<file path="src/rtl/cpu_phase_sequencer.sv">
// Multi-cycle instruction phase controller: FETCH/DECODE/EXEC/[MEM]/WB sequencing,
// one-cycle datapath enables, and a data-memory handshake with a bounded wait.
module cpu_phase_sequencer #(
  parameter int unsigned MEM_TIMEOUT = 15,
  parameter logic [4:0]  HALT_OPCODE = 5'h1F,
  parameter int unsigned RETIRE_W    = 16
) (
  input  logic                clk,
  input  logic                reset,
  input  logic                run,
  input  logic [4:0]          opcode,
  input  logic                is_load,
  input  logic                is_store,
  input  logic                regwrite,
  input  logic                mem_ready,
  output logic                en_fetch_pulse,
  output logic                en_exe_pulse,
  output logic                mem_req,
  output logic                mem_load,
  output logic                mem_store,
  output logic                en_wb_pulse,
  output logic                en_pc_pulse,
  output logic [2:0]          phase,
  output logic                halted,
  output logic                mem_timeout,
  output logic [RETIRE_W-1:0] retired_count
);

  localparam int unsigned WAIT_W = (MEM_TIMEOUT > 1) ? $clog2(MEM_TIMEOUT) : 1;

  typedef enum logic [2:0] {
    S_IDLE   = 3'd0,
    S_FETCH  = 3'd1,
    S_DECODE = 3'd2,
    S_EXEC   = 3'd3,
    S_MEM    = 3'd4,
    S_WB     = 3'd5,
    S_HALT   = 3'd6
  } state_t;

  state_t              state_q, state_d;
  logic                lat_load, lat_store, lat_regwrite;
  logic [WAIT_W-1:0]   wait_cnt;
  logic                timeout_q;
  logic [RETIRE_W-1:0] retired_q;
  logic                wait_done;

  assign wait_done = (wait_cnt == WAIT_W'(MEM_TIMEOUT - 1));

  always_ff @(posedge clk or posedge reset) begin
    if (reset) state_q <= S_IDLE;
    else       state_q <= state_d;
  end

  // Wait counter is held at zero outside MEM, so every MEM entry starts from 0.
  always_ff @(posedge clk or posedge reset) begin
    if (reset) begin
      lat_load     <= 1'b0;
      lat_store    <= 1'b0;
      lat_regwrite <= 1'b0;
      wait_cnt     <= '0;
      timeout_q    <= 1'b0;
      retired_q    <= '0;
    end else begin
      if (state_q == S_DECODE) begin
        lat_load     <= is_load;
        lat_store    <= is_store;
        lat_regwrite <= regwrite;
      end
      if (state_q == S_MEM && !mem_ready && !wait_done) wait_cnt <= wait_cnt + WAIT_W'(1);
      else                                              wait_cnt <= '0;
      if (state_q == S_MEM && !mem_ready && wait_done) timeout_q <= 1'b1;
      if (state_q == S_WB) retired_q <= retired_q + RETIRE_W'(1);
    end
  end

  always_comb begin
    state_d        = state_q;
    en_fetch_pulse = 1'b0;
    en_exe_pulse   = 1'b0;
    mem_req        = 1'b0;
    mem_load       = 1'b0;
    mem_store      = 1'b0;
    en_wb_pulse    = 1'b0;
    en_pc_pulse    = 1'b0;
    halted         = 1'b0;
    phase          = state_q;
    mem_timeout    = timeout_q;
    retired_count  = retired_q;
    case (state_q)
      S_IDLE:   if (run) state_d = S_FETCH;
      S_FETCH: begin
        en_fetch_pulse = 1'b1;
        state_d        = S_DECODE;
      end
      S_DECODE: state_d = (opcode == HALT_OPCODE) ? S_HALT : S_EXEC;
      S_EXEC: begin
        en_exe_pulse = 1'b1;
        state_d      = (lat_load || lat_store) ? S_MEM : S_WB;
      end
      S_MEM: begin
        mem_req   = 1'b1;
        mem_load  = lat_load;
        mem_store = lat_store && !lat_load;
        if (mem_ready)      state_d = S_WB;
        else if (wait_done) state_d = S_HALT;
      end
      S_WB: begin
        en_pc_pulse = 1'b1;
        en_wb_pulse = lat_regwrite;
        state_d     = run ? S_FETCH : S_IDLE;
      end
      S_HALT:   halted  = 1'b1;
      default:  state_d = S_IDLE;
    endcase
  end

endmodule

</file>
<file path="config.mk">
export PLATFORM = sky130hd
export DESIGN_NAME = cpu_phase_sequencer
export DESIGN_NICKNAME = d
export VERILOG_FILES = /design/src/rtl/cpu_phase_sequencer.sv
export SDC_FILE = /design/constraint.sdc
export NUM_CORES = 1
export LEC_CHECK = 0
export CAP_MARGIN = 20
export CORE_MARGIN = 10
export CORE_UTILIZATION = 49
export CTS_CLUSTER_SIZE = 40
export DETAILED_ROUTE_END_ITERATION = 10
export PLACE_DENSITY = 0.83
export SYNTH_ARGS = -nofsm -noshare
export SYNTH_HDL_FRONTEND = slang
export SYNTH_SLANG_ARGS = --single-unit
</file>
<file path="constraint.sdc">
create_clock -name clk -period 2.2 [get_ports clk]
set_input_delay 0.44 -clock clk [delete_from_list [all_inputs] [get_ports clk]]
set_output_delay 0.44 -clock clk [all_outputs]
set_load 0.02 [all_outputs]
</file>
Word level (Yosys, flattened, before mapping)
Index checks and enable logic that the tools add are counted.
{"block": "classes", "addsub": 2, "n_reduce_logical": 10, "n_eq_ne": 10, "n_mux": 16, "n_div": 0, "n_bitwise": 1, "n_shift": 0, "n_mul": 0, "n_lt_le_gt_ge": 0}
{"op": "3-bit case mux with 7 select lines", "count": 1}
{"op": "16-bit by 1-bit adder with 16-bit output (second input constant)", "count": 1}
{"op": "3-bit two-way mux", "count": 4}
{"op": "1-bit two-way mux", "count": 10}
{"op": "3-bit == test (second input constant)", "count": 3}
{"op": "3-bit by 2-bit == test with 1-bit output (second input constant)", "count": 2}
{"op": "5-bit == test (second input constant)", "count": 1}
{"op": "4-bit by 1-bit adder with 4-bit output (second input constant)", "count": 1}
{"op": "4-bit == test (second input constant)", "count": 1}
{"op": "1-bit logical AND", "count": 4}
{"op": "4-bit two-way mux", "count": 1}
{"op": "3-bit by 1-bit == test with 1-bit output (second input constant)", "count": 1}
{"op": "1-bit zero test", "count": 3}
{"op": "3-bit zero test", "count": 1}
{"op": "3-bit inequality test (second input constant)", "count": 1}
{"op": "3-bit AND reduction", "count": 1}
{"op": "2-bit inequality test (second input constant)", "count": 1}
{"op": "1-bit logical OR", "count": 1}
{"op": "1-bit NOT", "count": 1}
{"block": "totals", "latchBits": 0, "memories": 0, "ram_bits": 0, "romBits": 0, "regBits": 27}

Logic depth before layout (Yosys ltp)
Gate-level depths: netlist (run 1).
{"block": "logic_depth", "ltp_word": 4, "depth_mapped": 6, "ltp_nobuf": 5}

Worst setup path before layout (run 1)
OpenSTA, ideal clock, no wires.
{"block": "synth_path", "kind": "register to output", "start": "register state_q[0], in the netlist phase[0]", "end": "output mem_store", "setup_slack_ns": 0.189, "t_required_ns": 1.760, "arrival_time_ns": 1.571, "stages_incl_launch_ff": 4, "path_buffers": 1, "cell_sequence": "dfrtp_1 -> buf_4 -> or3b_1 -> nor3b_1"}
{"block": "synth_via", "elab_chain_cells": 2}
{"element": "start: declaration", "line": "41", "rtl": "state_t state_q, state_d;"}
{"element": "start signal: assignment", "line": "52", "rtl": "else state_q <= state_d;"}
{"element": "3-bit == test", "line": "90", "rtl": "case (state_q)"}
{"element": "1-bit two-way mux", "line": "90"}
{"element": "end: declaration", "line": "20", "rtl": "output logic mem_store,"}
No other way between the ends.

Worst setup path in the final report (run 1)
{"block": "layout_path", "start": "register state_q[0], in the netlist phase[0]", "end": "output mem_load"}
{"block": "layout_via", "elab_chain_cells": 2}
{"element": "3-bit == test", "line": "90"}
{"element": "1-bit two-way mux", "line": "90"}
{"element": "end: declaration", "line": "19", "rtl": "output logic mem_load,"}
No other way between the ends.

==> flow_summary.html, run 1 <==
<table>
<tr><th>Metric</th><th>Value</th></tr>
<tr><th colspan="2">Worst setup path</th></tr>
<tr><td>Required time worst endpoint</td><td>1.76 ns</td></tr>
<tr><td>Worst path max stage delay</td><td>0.43 ns</td></tr>
<tr><td>WP buf/inv</td><td>2</td></tr>
<tr><td>Arr. time, crit path</td><td>1.64 ns</td></tr>
<tr><td>CP Cell Sequence</td><td>or3b_1 &gt; inv_1 &gt; and2_1 &gt; clkdlybuf4s15_1</td></tr>
<tr><td>Crit path max-delay family</td><td>simple AND/OR/NAND/NOR gates</td></tr>
<tr><td>Crit path capture type</td><td>output pin</td></tr>
<tr><td>Crit-path max FO</td><td>3</td></tr>
<tr><td>Critical path startpoint category</td><td>flip-flop</td></tr>
<tr><td>Worst setup path class</td><td>reg2out</td></tr>
<tr><td>Cell with the largest stage delay on the worst path</td><td>sky130_fd_sc_hd__or3b_1</td></tr>
<tr><th colspan="2">Global routing</th></tr>
<tr><td>Pin count of the biggest net entering global routing</td><td>28</td></tr>
<tr><td>Global-route wire length before repair</td><td>4843 um</td></tr>
<tr><td>GR Layer Usage met1</td><td>0.1271</td></tr>
<tr><td>Busiest layer in global routing</td><td>met2</td></tr>
<tr><td>Congestion Overflow GR</td><td>0</td></tr>
<tr><td>All-Layer GR Usage</td><td>0.1103</td></tr>
<tr><td>Met2 track demand over resource</td><td>0.1804</td></tr>
<tr><td>Number of antenna violations at the first check in global routing</td><td>0</td></tr>
<tr><td>Global Route met3 Usage</td><td>0.05510</td></tr>
<tr><td>Number of global-route vias before repair</td><td>1087</td></tr>
<tr><th colspan="2">STA</th></tr>
<tr><td>Worst slack on hold paths</td><td>0.4716 ns</td></tr>
<tr><td>Relative slew slack</td><td>0.7505</td></tr>
<tr><td>RSZ-0062 raised after global routing</td><td>no</td></tr>
<tr><td>Setup violation total in the final timing report</td><td>0</td></tr>
<tr><td>Post-route fraction of the period consumed by the critical path</td><td>0.9458</td></tr>
<tr><td>Max Fclk</td><td>480.6 MHz</td></tr>
<tr><td>Worst-Margin Slew</td><td>0.3729 ns</td></tr>
<tr><td>Min cycle time layout</td><td>2.081 ns</td></tr>
<tr><td>Number of hold violations in the final report</td><td>0</td></tr>
<tr><td>Clock skew after layout</td><td>0.005192 ns</td></tr>
<tr><td>Sum of negative setup slack</td><td>0 ns</td></tr>
<tr><td>Post-layout worst setup margin</td><td>0.1193 ns</td></tr>
<tr><td>Final-report max-slew violation count</td><td>0</td></tr>
<tr><th colspan="2">Detailed routing</th></tr>
<tr><td>Overall via count from detail_route</td><td>1013</td></tr>
<tr><td>Wire length reported by the detailed router</td><td>2829 um</td></tr>
<tr><td>DRC violation total after the first TritonRoute iteration</td><td>39</td></tr>
<tr><td>Via density</td><td>5.222</td></tr>
<tr><td>Post-detailed-route DRC marker count</td><td>0</td></tr>
<tr><td>Routed length per placed instance</td><td>14.58 um</td></tr>
<tr><td>Iteration count of the initial detailed-routing pass</td><td>4</td></tr>
<tr><td>Remaining number of nets flagged by the antenna check after routing</td><td>0</td></tr>
<tr><th colspan="2">Power</th></tr>
<tr><td>IR drop worst, VDD</td><td>730.7 uV</td></tr>
<tr><td>Leakage dissipation</td><td>0.8037 nW</td></tr>
<tr><td>Internal power consumption</td><td>1.001 mW</td></tr>
<tr><td>Clock Power Share</td><td>0.129</td></tr>
<tr><td>Final total power</td><td>1.607 mW</td></tr>
<tr><td>Sw Pwr</td><td>0.6061 mW</td></tr>
<tr><td>Sequential power share</td><td>0.418</td></tr>
<tr><td>Switching part of the total</td><td>0.3771</td></tr>
<tr><td>Logic gate share of total power</td><td>0.453</td></tr>
<tr><td>Power per cell area</td><td>917.5 nW/um^2</td></tr>
<tr><th colspan="2">Cells and area</th></tr>
<tr><td>Leading cell types in the layout, fill and taps excluded</td><td>31 x sky130_fd_sc_hd__clkdlybuf4s50_1, 27 x sky130_fd_sc_hd__dfrtp_1, 14 x sky130_fd_sc_hd__nor2_1, 14 x sky130_fd_sc_hd__xnor2_1, 11 x sky130_fd_sc_hd__nand2_1</td></tr>
<tr><td>Share of cells above drive strength 1</td><td>0.09756</td></tr>
<tr><td>Relative area change from synthesis to final layout</td><td>34.10%</td></tr>
<tr><td>Post-layout nets</td><td>180</td></tr>
<tr><td>Commonest non-fill, non-tap cell in the layout</td><td>sky130_fd_sc_hd__clkdlybuf4s50_1</td></tr>
<tr><td># diodes</td><td>0</td></tr>
<tr><th colspan="2">Placed design</th></tr>
<tr><td>Number of port buffers</td><td>39</td></tr>
<tr><td>DP Wirelength</td><td>2241 um</td></tr>
<tr><td>Gpl congestion</td><td>0.7983</td></tr>
<tr><td>Pre-CTS setup slack</td><td>0.1541 ns</td></tr>
<tr><th colspan="2">Clock network</th></tr>
<tr><td>TritonCTS Buffers</td><td>3</td></tr>
<tr><td>Clock transition at the registers of the reported paths</td><td>0.14 ns</td></tr>
<tr><td>Setup Buffers After CTS</td><td>0</td></tr>
<tr><td>Clock tree sinks</td><td>27</td></tr>
<tr><td>Number of buffers inserted for hold repair after clock tree synthesis</td><td>0</td></tr>
<tr><td>Maximum count of clock buffers along a single path</td><td>2</td></tr>
<tr><td>CTS tree</td><td>yes</td></tr>
<tr><td>Clock insertion delay at the later pin of the skew report</td><td>0.31 ns</td></tr>
<tr><td>Number of levels in the clock H-tree</td><td>1</td></tr>
<tr><td>Clk Tree Root Cell</td><td>sky130_fd_sc_hd__clkbuf_4</td></tr>
<tr><th colspan="2">Yosys</th></tr>
<tr><td>Area of the mapped netlist</td><td>1306 sq um</td></tr>
<tr><td>Number of library cell types mapped by synthesis</td><td>31</td></tr>
<tr><td>Synthesized area per cell</td><td>10.89 sq um</td></tr>
<tr><td>Count of synthesis-stage warnings from yosys</td><td>0</td></tr>
<tr><td>Synthesized instance count</td><td>120</td></tr>
<tr><td>Biggest area consumer among synthesized cells</td><td>sky130_fd_sc_hd__dfrtp_1</td></tr>
<tr><td>Sequential area share after synthesis</td><td>0.5172</td></tr>
<tr><td>Post-synthesis sequential element count</td><td>27</td></tr>
<tr><td>Area share of the largest cell type after synthesis</td><td>0.5172</td></tr>
<tr><td>Cell types with the largest area share after synthesis</td><td>sky130_fd_sc_hd__dfrtp_1 52%, sky130_fd_sc_hd__xnor2_1 9.4%, sky130_fd_sc_hd__nor2_1 4.0%</td></tr>
<tr><td>Synth Net Count</td><td>135</td></tr>
<tr><th colspan="2">Die</th></tr>
<tr><td>Initial cell density of the core</td><td>0.5225</td></tr>
<tr><td>FP Rows</td><td>18</td></tr>
<tr><td>Chip Width</td><td>71.63 um</td></tr>
<tr><td>Placeable core area</td><td>2500 sq um</td></tr>
<tr><td>Height of the die</td><td>71.63 um</td></tr>
<tr><td>Die Area</td><td>5131 sq um</td></tr>
<tr><td>Number of top-level design ports</td><td>40</td></tr>
<tr><th colspan="2">Job</th></tr>
<tr><td>MaxCap Viol Count</td><td>0</td></tr>
<tr><th colspan="2">Status</th></tr>
<tr><td>Result of the run</td><td>complete, no violations</td></tr>
<tr><th colspan="2">Min path</th></tr>
<tr><td>Class of the most critical hold timing path</td><td>in2async</td></tr>
</table>
==> registers in the layout (all words and copies together) (netlist names) <==
| signal | cells |
|---|---|
| lat_regwrite | 1 |
| lat_load | 1 |
| phase | 3 |
| mem_timeout | 1 |
| retired_count | 16 |
| wait_cnt | 4 |
| lat_store | 1 |
==> final timing paths <==
check                                                end  cells past startpoint                          start  slack [ns]
max reg2reg                retired_count[12]$_DFFE_PP0N_                      6           phase[1]$_DFFE_PP0P_        0.66
max                                             mem_load                      4           phase[0]$_DFFE_PP0P_        0.12
min in group clk           retired_count[15]$_DFFE_PP0N_                      1  retired_count[15]$_DFFE_PP0N_        0.48
min reg2reg                retired_count[15]$_DFFE_PP0N_                      1  retired_count[15]$_DFFE_PP0N_        0.48
min                                 phase[1]$_DFFE_PP0P_                      3                          reset        0.47
max in group asynchronous   retired_count[4]$_DFFE_PP0N_                      3                          reset        1.48
==> cell families after synthesis <==
| group | count (synthesis) | share of synthesized area |
|---|---|---|
| AO/OA/AOI/OAI | 8 | 0.04598 |
| XOR/XNOR | 17 | 0.1140 |
| adder cells (fa/ha/maj) | 3 | 0.02874 |
| buffers and inverters | 10 | 0.04597 |
| flip-flops | 27 | 0.5172 |
| multiplexers | 4 | 0.03448 |
| AND/OR/NAND/NOR | 51 | 0.2136 |
==> synth_stat cells (all sizes together) <==
| cell | n |
|---|---|
| nand4b | 1 |
| o21ai | 1 |
| buf | 4 |
| and3b | 1 |
| xnor2 | 14 |
| nand2b | 1 |
| nand4 | 5 |
| and2 | 2 |
| nor3b | 1 |
| ha | 3 |
| a41o | 1 |
| dfrtp | 27 |
| o22a | 1 |
| a41oi | 1 |
| xor2 | 3 |
| or3b | 1 |
| a211oi | 1 |
| and3 | 2 |
| o22ai | 1 |
| mux2 | 4 |
| nor2 | 14 |
| o32ai | 1 |
| inv | 6 |
| a21oi | 1 |
| nor2b | 1 |
| nor3 | 2 |
| nor4 | 1 |
| nand2 | 11 |
| nand3 | 8 |
==> worst reg2reg max path: cells and delay by family, from the launching register on <==
kind          cells  cell delay, ns
flops             1            0.40
xor+xnor          1            0.15
buf+inv           2            0.31
simple gates      3            0.58
==> metal layers <==
metal | up-vias | wire [um]
met2 | 38 | 1280
met3 | 2 | 284
met4 | 0 | 21
met5 | - | 0
met1 | 479 | 1242
li1 | 494 | -
==> timing repair <==
action                                  in CTS  in global routing
endpoints found under the hold margin        0                  0
pin swaps                                    0                  0
endpoints found under the setup margin       7                  3
resized for setup                            7                  5
gates cloned                                 0                  0
==> area by class of cell <==
cell class,count,area (sq um)
Tap cell,30,37.54
Sequential cell,27,675.6
Multi-Input combinational cell,83,570.5
Fill cell,202,748.2
Inverter,6,22.52
Timing Repair Buffer,44,419.2
Clock buffer,4,26.28
==> per-stage QoR <==
step | area [sq um] | instances | util
floorplan | 1306 | 120 | -
global placement | 1734 | 190 | 0.6937
detailed placement | 1734 | 190 | 0.6937
CTS | 1752 | 194 | 0.7007
global route | 1752 | 194 | 0.7007
finish | 1752 | 194 | 0.7007
==> power groups by stage <==
stage | logic (mW) | clock network, mW | registers [mW]
floorplan | 0.404 | 0 | 0.745
global placement | 0.744 | 0 | 0.679
global route | 0.797 | 0.237 | 0.687
CTS | 0.739 | 0.218 | 0.672
detailed placement | 0.759 | 0 | 0.682
finish | 0.728 | 0.208 | 0.671
No activity file was read; power rests on OpenSTA's default activity.
==> inputs of run 2 (changes only) <==
- GPL_TIMING_DRIVEN: unset -> 0
==> flow_summary.html, run 2 (same netlist as run 1, synthesis figures left out) <==
<table>
<tr><th>Metric</th><th>Value</th></tr>
<tr><th colspan="2">Global routing</th></tr>
<tr><td>Pin count of the biggest net entering global routing</td><td>28</td></tr>
<tr><td>Busiest layer in global routing</td><td>met2</td></tr>
<tr><td>All-Layer GR Usage</td><td>0.1102</td></tr>
<tr><td>Global-route wire length before repair</td><td>4823 um</td></tr>
<tr><td>GR Layer Usage met1</td><td>0.1229</td></tr>
<tr><td>Number of antenna violations at the first check in global routing</td><td>0</td></tr>
<tr><td>Number of global-route vias before repair</td><td>1050</td></tr>
<tr><td>Global Route met3 Usage</td><td>0.05785</td></tr>
<tr><td>Met2 track demand over resource</td><td>0.1833</td></tr>
<tr><td>Congestion Overflow GR</td><td>0</td></tr>
<tr><th colspan="2">Die</th></tr>
<tr><td>Height of the die</td><td>71.63 um</td></tr>
<tr><td>Chip Width</td><td>71.63 um</td></tr>
<tr><td>Die Area</td><td>5131 sq um</td></tr>
<tr><td>Number of top-level design ports</td><td>40</td></tr>
<tr><td>Initial cell density of the core</td><td>0.5225</td></tr>
<tr><td>FP Rows</td><td>18</td></tr>
<tr><td>Placeable core area</td><td>2500 sq um</td></tr>
<tr><th colspan="2">Clock network</th></tr>
<tr><td>Clock tree sinks</td><td>27</td></tr>
<tr><td>Number of buffers inserted for hold repair after clock tree synthesis</td><td>0</td></tr>
<tr><td>Clk Tree Root Cell</td><td>sky130_fd_sc_hd__clkbuf_4</td></tr>
<tr><td>Number of levels in the clock H-tree</td><td>1</td></tr>
<tr><td>TritonCTS Buffers</td><td>3</td></tr>
<tr><td>Maximum count of clock buffers along a single path</td><td>2</td></tr>
<tr><td>CTS tree</td><td>yes</td></tr>
<tr><td>Clock transition at the registers of the reported paths</td><td>0.15 ns</td></tr>
<tr><td>Clock insertion delay at the later pin of the skew report</td><td>0.32 ns</td></tr>
<tr><th colspan="2">Cells and area</th></tr>
<tr><td>Area of the multi-input gates</td><td>578.1 sq um</td></tr>
<tr><td>Fill cell count</td><td>196</td></tr>
<tr><td>Count of placed standard cells in the final layout, fillers left out</td><td>196</td></tr>
<tr><td>Area occupied by registers</td><td>675.6 sq um</td></tr>
<tr><td># diodes</td><td>0</td></tr>
<tr><td>Number of flip-flops under the largest register name</td><td>16</td></tr>
<tr><td>Share of cells above drive strength 1</td><td>0.1386</td></tr>
<tr><td>Relative area change from synthesis to final layout</td><td>37.55%</td></tr>
<tr><td>Leading cell types in the layout, fill and taps excluded</td><td>31 x sky130_fd_sc_hd__clkdlybuf4s50_1, 27 x sky130_fd_sc_hd__dfrtp_1, 14 x sky130_fd_sc_hd__nor2_1, 14 x sky130_fd_sc_hd__xnor2_1, 11 x sky130_fd_sc_hd__nand2_1</td></tr>
<tr><td>Post-layout nets</td><td>182</td></tr>
<tr><td>Commonest non-fill, non-tap cell in the layout</td><td>sky130_fd_sc_hd__clkdlybuf4s50_1</td></tr>
<tr><th colspan="2">Status</th></tr>
<tr><td>Result of the run</td><td>complete, no violations</td></tr>
<tr><th colspan="2">Power</th></tr>
<tr><td>Power per cell area</td><td>930.1 nW/um^2</td></tr>
<tr><td>IR drop worst, VDD</td><td>634.3 uV</td></tr>
<tr><td>Leakage dissipation</td><td>0.8103 nW</td></tr>
<tr><td>Final total power</td><td>1.671 mW</td></tr>
<tr><th colspan="2">Detailed routing</th></tr>
<tr><td>Remaining number of nets flagged by the antenna check after routing</td><td>0</td></tr>
<tr><td>Wire length reported by the detailed router</td><td>2894 um</td></tr>
<tr><td>Routed length per placed instance</td><td>14.77 um</td></tr>
<tr><td>Iteration count of the initial detailed-routing pass</td><td>4</td></tr>
<tr><td>Via density</td><td>5.189</td></tr>
<tr><td>Overall via count from detail_route</td><td>1017</td></tr>
<tr><td>Post-detailed-route DRC marker count</td><td>0</td></tr>
<tr><td>DRC violation total after the first TritonRoute iteration</td><td>60</td></tr>
<tr><th colspan="2">Placed design</th></tr>
<tr><td>Number of port buffers</td><td>39</td></tr>
<tr><td>Gpl congestion</td><td>0.7355</td></tr>
<tr><td>DP Wirelength</td><td>2257 um</td></tr>
<tr><td>Post-placement cell count</td><td>189</td></tr>
<tr><td>Pre-CTS setup slack</td><td>-0.04446 ns</td></tr>
<tr><th colspan="2">STA</th></tr>
<tr><td>Final-report max-slew violation count</td><td>0</td></tr>
<tr><td>Post-route fraction of the period consumed by the critical path</td><td>0.9539</td></tr>
<tr><td>Setup violation total in the final timing report</td><td>0</td></tr>
<tr><td>Clock skew after layout</td><td>0.007208 ns</td></tr>
<tr><td>Min cycle time layout</td><td>2.099 ns</td></tr>
<tr><td>Post-layout worst setup margin</td><td>0.1015 ns</td></tr>
<tr><td>Number of hold violations in the final report</td><td>0</td></tr>
<tr><td>Sum of negative setup slack</td><td>0 ns</td></tr>
<tr><td>Relative slew slack</td><td>0.7431</td></tr>
<tr><td>Worst-Margin Slew</td><td>0.3840 ns</td></tr>
<tr><td>Max Fclk</td><td>476.5 MHz</td></tr>
<tr><th colspan="2">Worst setup path</th></tr>
<tr><td>Required time worst endpoint</td><td>1.76 ns</td></tr>
<tr><td>Critical path startpoint category</td><td>flip-flop</td></tr>
<tr><td>Arr. time, crit path</td><td>1.66 ns</td></tr>
<tr><td>Worst setup path class</td><td>reg2out</td></tr>
<tr><td>Crit-path max FO</td><td>10</td></tr>
<tr><td>Crit path capture type</td><td>output pin</td></tr>
<tr><th colspan="2">Job</th></tr>
<tr><td>MaxCap Viol Count</td><td>0</td></tr>
<tr><th colspan="2">Min path</th></tr>
<tr><td>Class of the most critical hold timing path</td><td>in2async</td></tr>
</table>
run 2: metal layers:
metal,wire (um),up-vias,share of wire
met4,36,0,0.012
li1,-,499,-
met2,1288,40,0.45
met1,1245,474,0.43
met3,324,4,0.11
met5,0,-,0
run 2: critical path, cell delays in order, from the launching register on:
cell and delay [ns]:
sky130_fd_sc_hd__dfrtp_1 0.41, sky130_fd_sc_hd__buf_4 0.18, sky130_fd_sc_hd__or3b_4 0.42, sky130_fd_sc_hd__inv_1 0.08, sky130_fd_sc_hd__and2_1 0.12, sky130_fd_sc_hd__buf_4 0.13
run 2: power breakdown:
| group | internal [mW] | total [mW] | switching [mW] |
|---|---|---|---|
| logic | 0.382 | 0.775 | 0.393 |
| registers | 0.588 | 0.680 | 0.0917 |
| clock network | 0.0680 | 0.216 | 0.148 |
| total | 1.04 | 1.67 | 0.633 |
run 2: path summary, 6_finish.rpt:
path                            depth (start not counted)                             to  slack, ns                     startpoint
worst max-delay path                                    5                       mem_load       0.10           phase[0]$_DFFE_PP0P_
worst min-delay path                                    2          wait_cnt[2]$_DFF_PP0_       0.35                          reset
worst max register to register                          5  retired_count[11]$_DFFE_PP0N_       0.71           phase[1]$_DFFE_PP0P_
worst min register to register                          1  retired_count[15]$_DFFE_PP0N_       0.48  retired_count[15]$_DFFE_PP0N_
max in group asynchronous                               3           phase[2]$_DFFE_PP0P_       1.43                          reset
min in group clk                                        1  retired_count[15]$_DFFE_PP0N_       0.48  retired_count[15]$_DFFE_PP0N_
run 2: layout make-up:
| type | instances | share of cell area |
|---|---|---|
| plain buffers | 4 | 0.02089 |
| clock inverters | 1 | 0.002786 |
| inverters | 6 | 0.01253 |
| flip-flops and latches | 27 | 0.3760 |
| multi-input cells | 83 | 0.3217 |
| repair buffers | 42 | 0.2326 |
| well taps | 30 | 0.02089 |
| clock buffers | 3 | 0.01253 |
run 2: what timing repair did:
| action | CTS | global route |
|---|---|---|
| resized for setup | 16 | 6 |
| buffers inserted | 1 | 1 |
| setup endpoints to repair | 8 | 4 |
run 2: through the flow:
step                        util  hold slack (ns)  cell area, sq um
after floorplan                -           0.4520              1306
after global placement    0.6937           0.4596              1734
after detailed placement  0.6937           0.4615              1734
after CTS                 0.7017           0.4846              1754
after global routing      0.7187           0.3661              1797
final                     0.7187           0.3545              1797
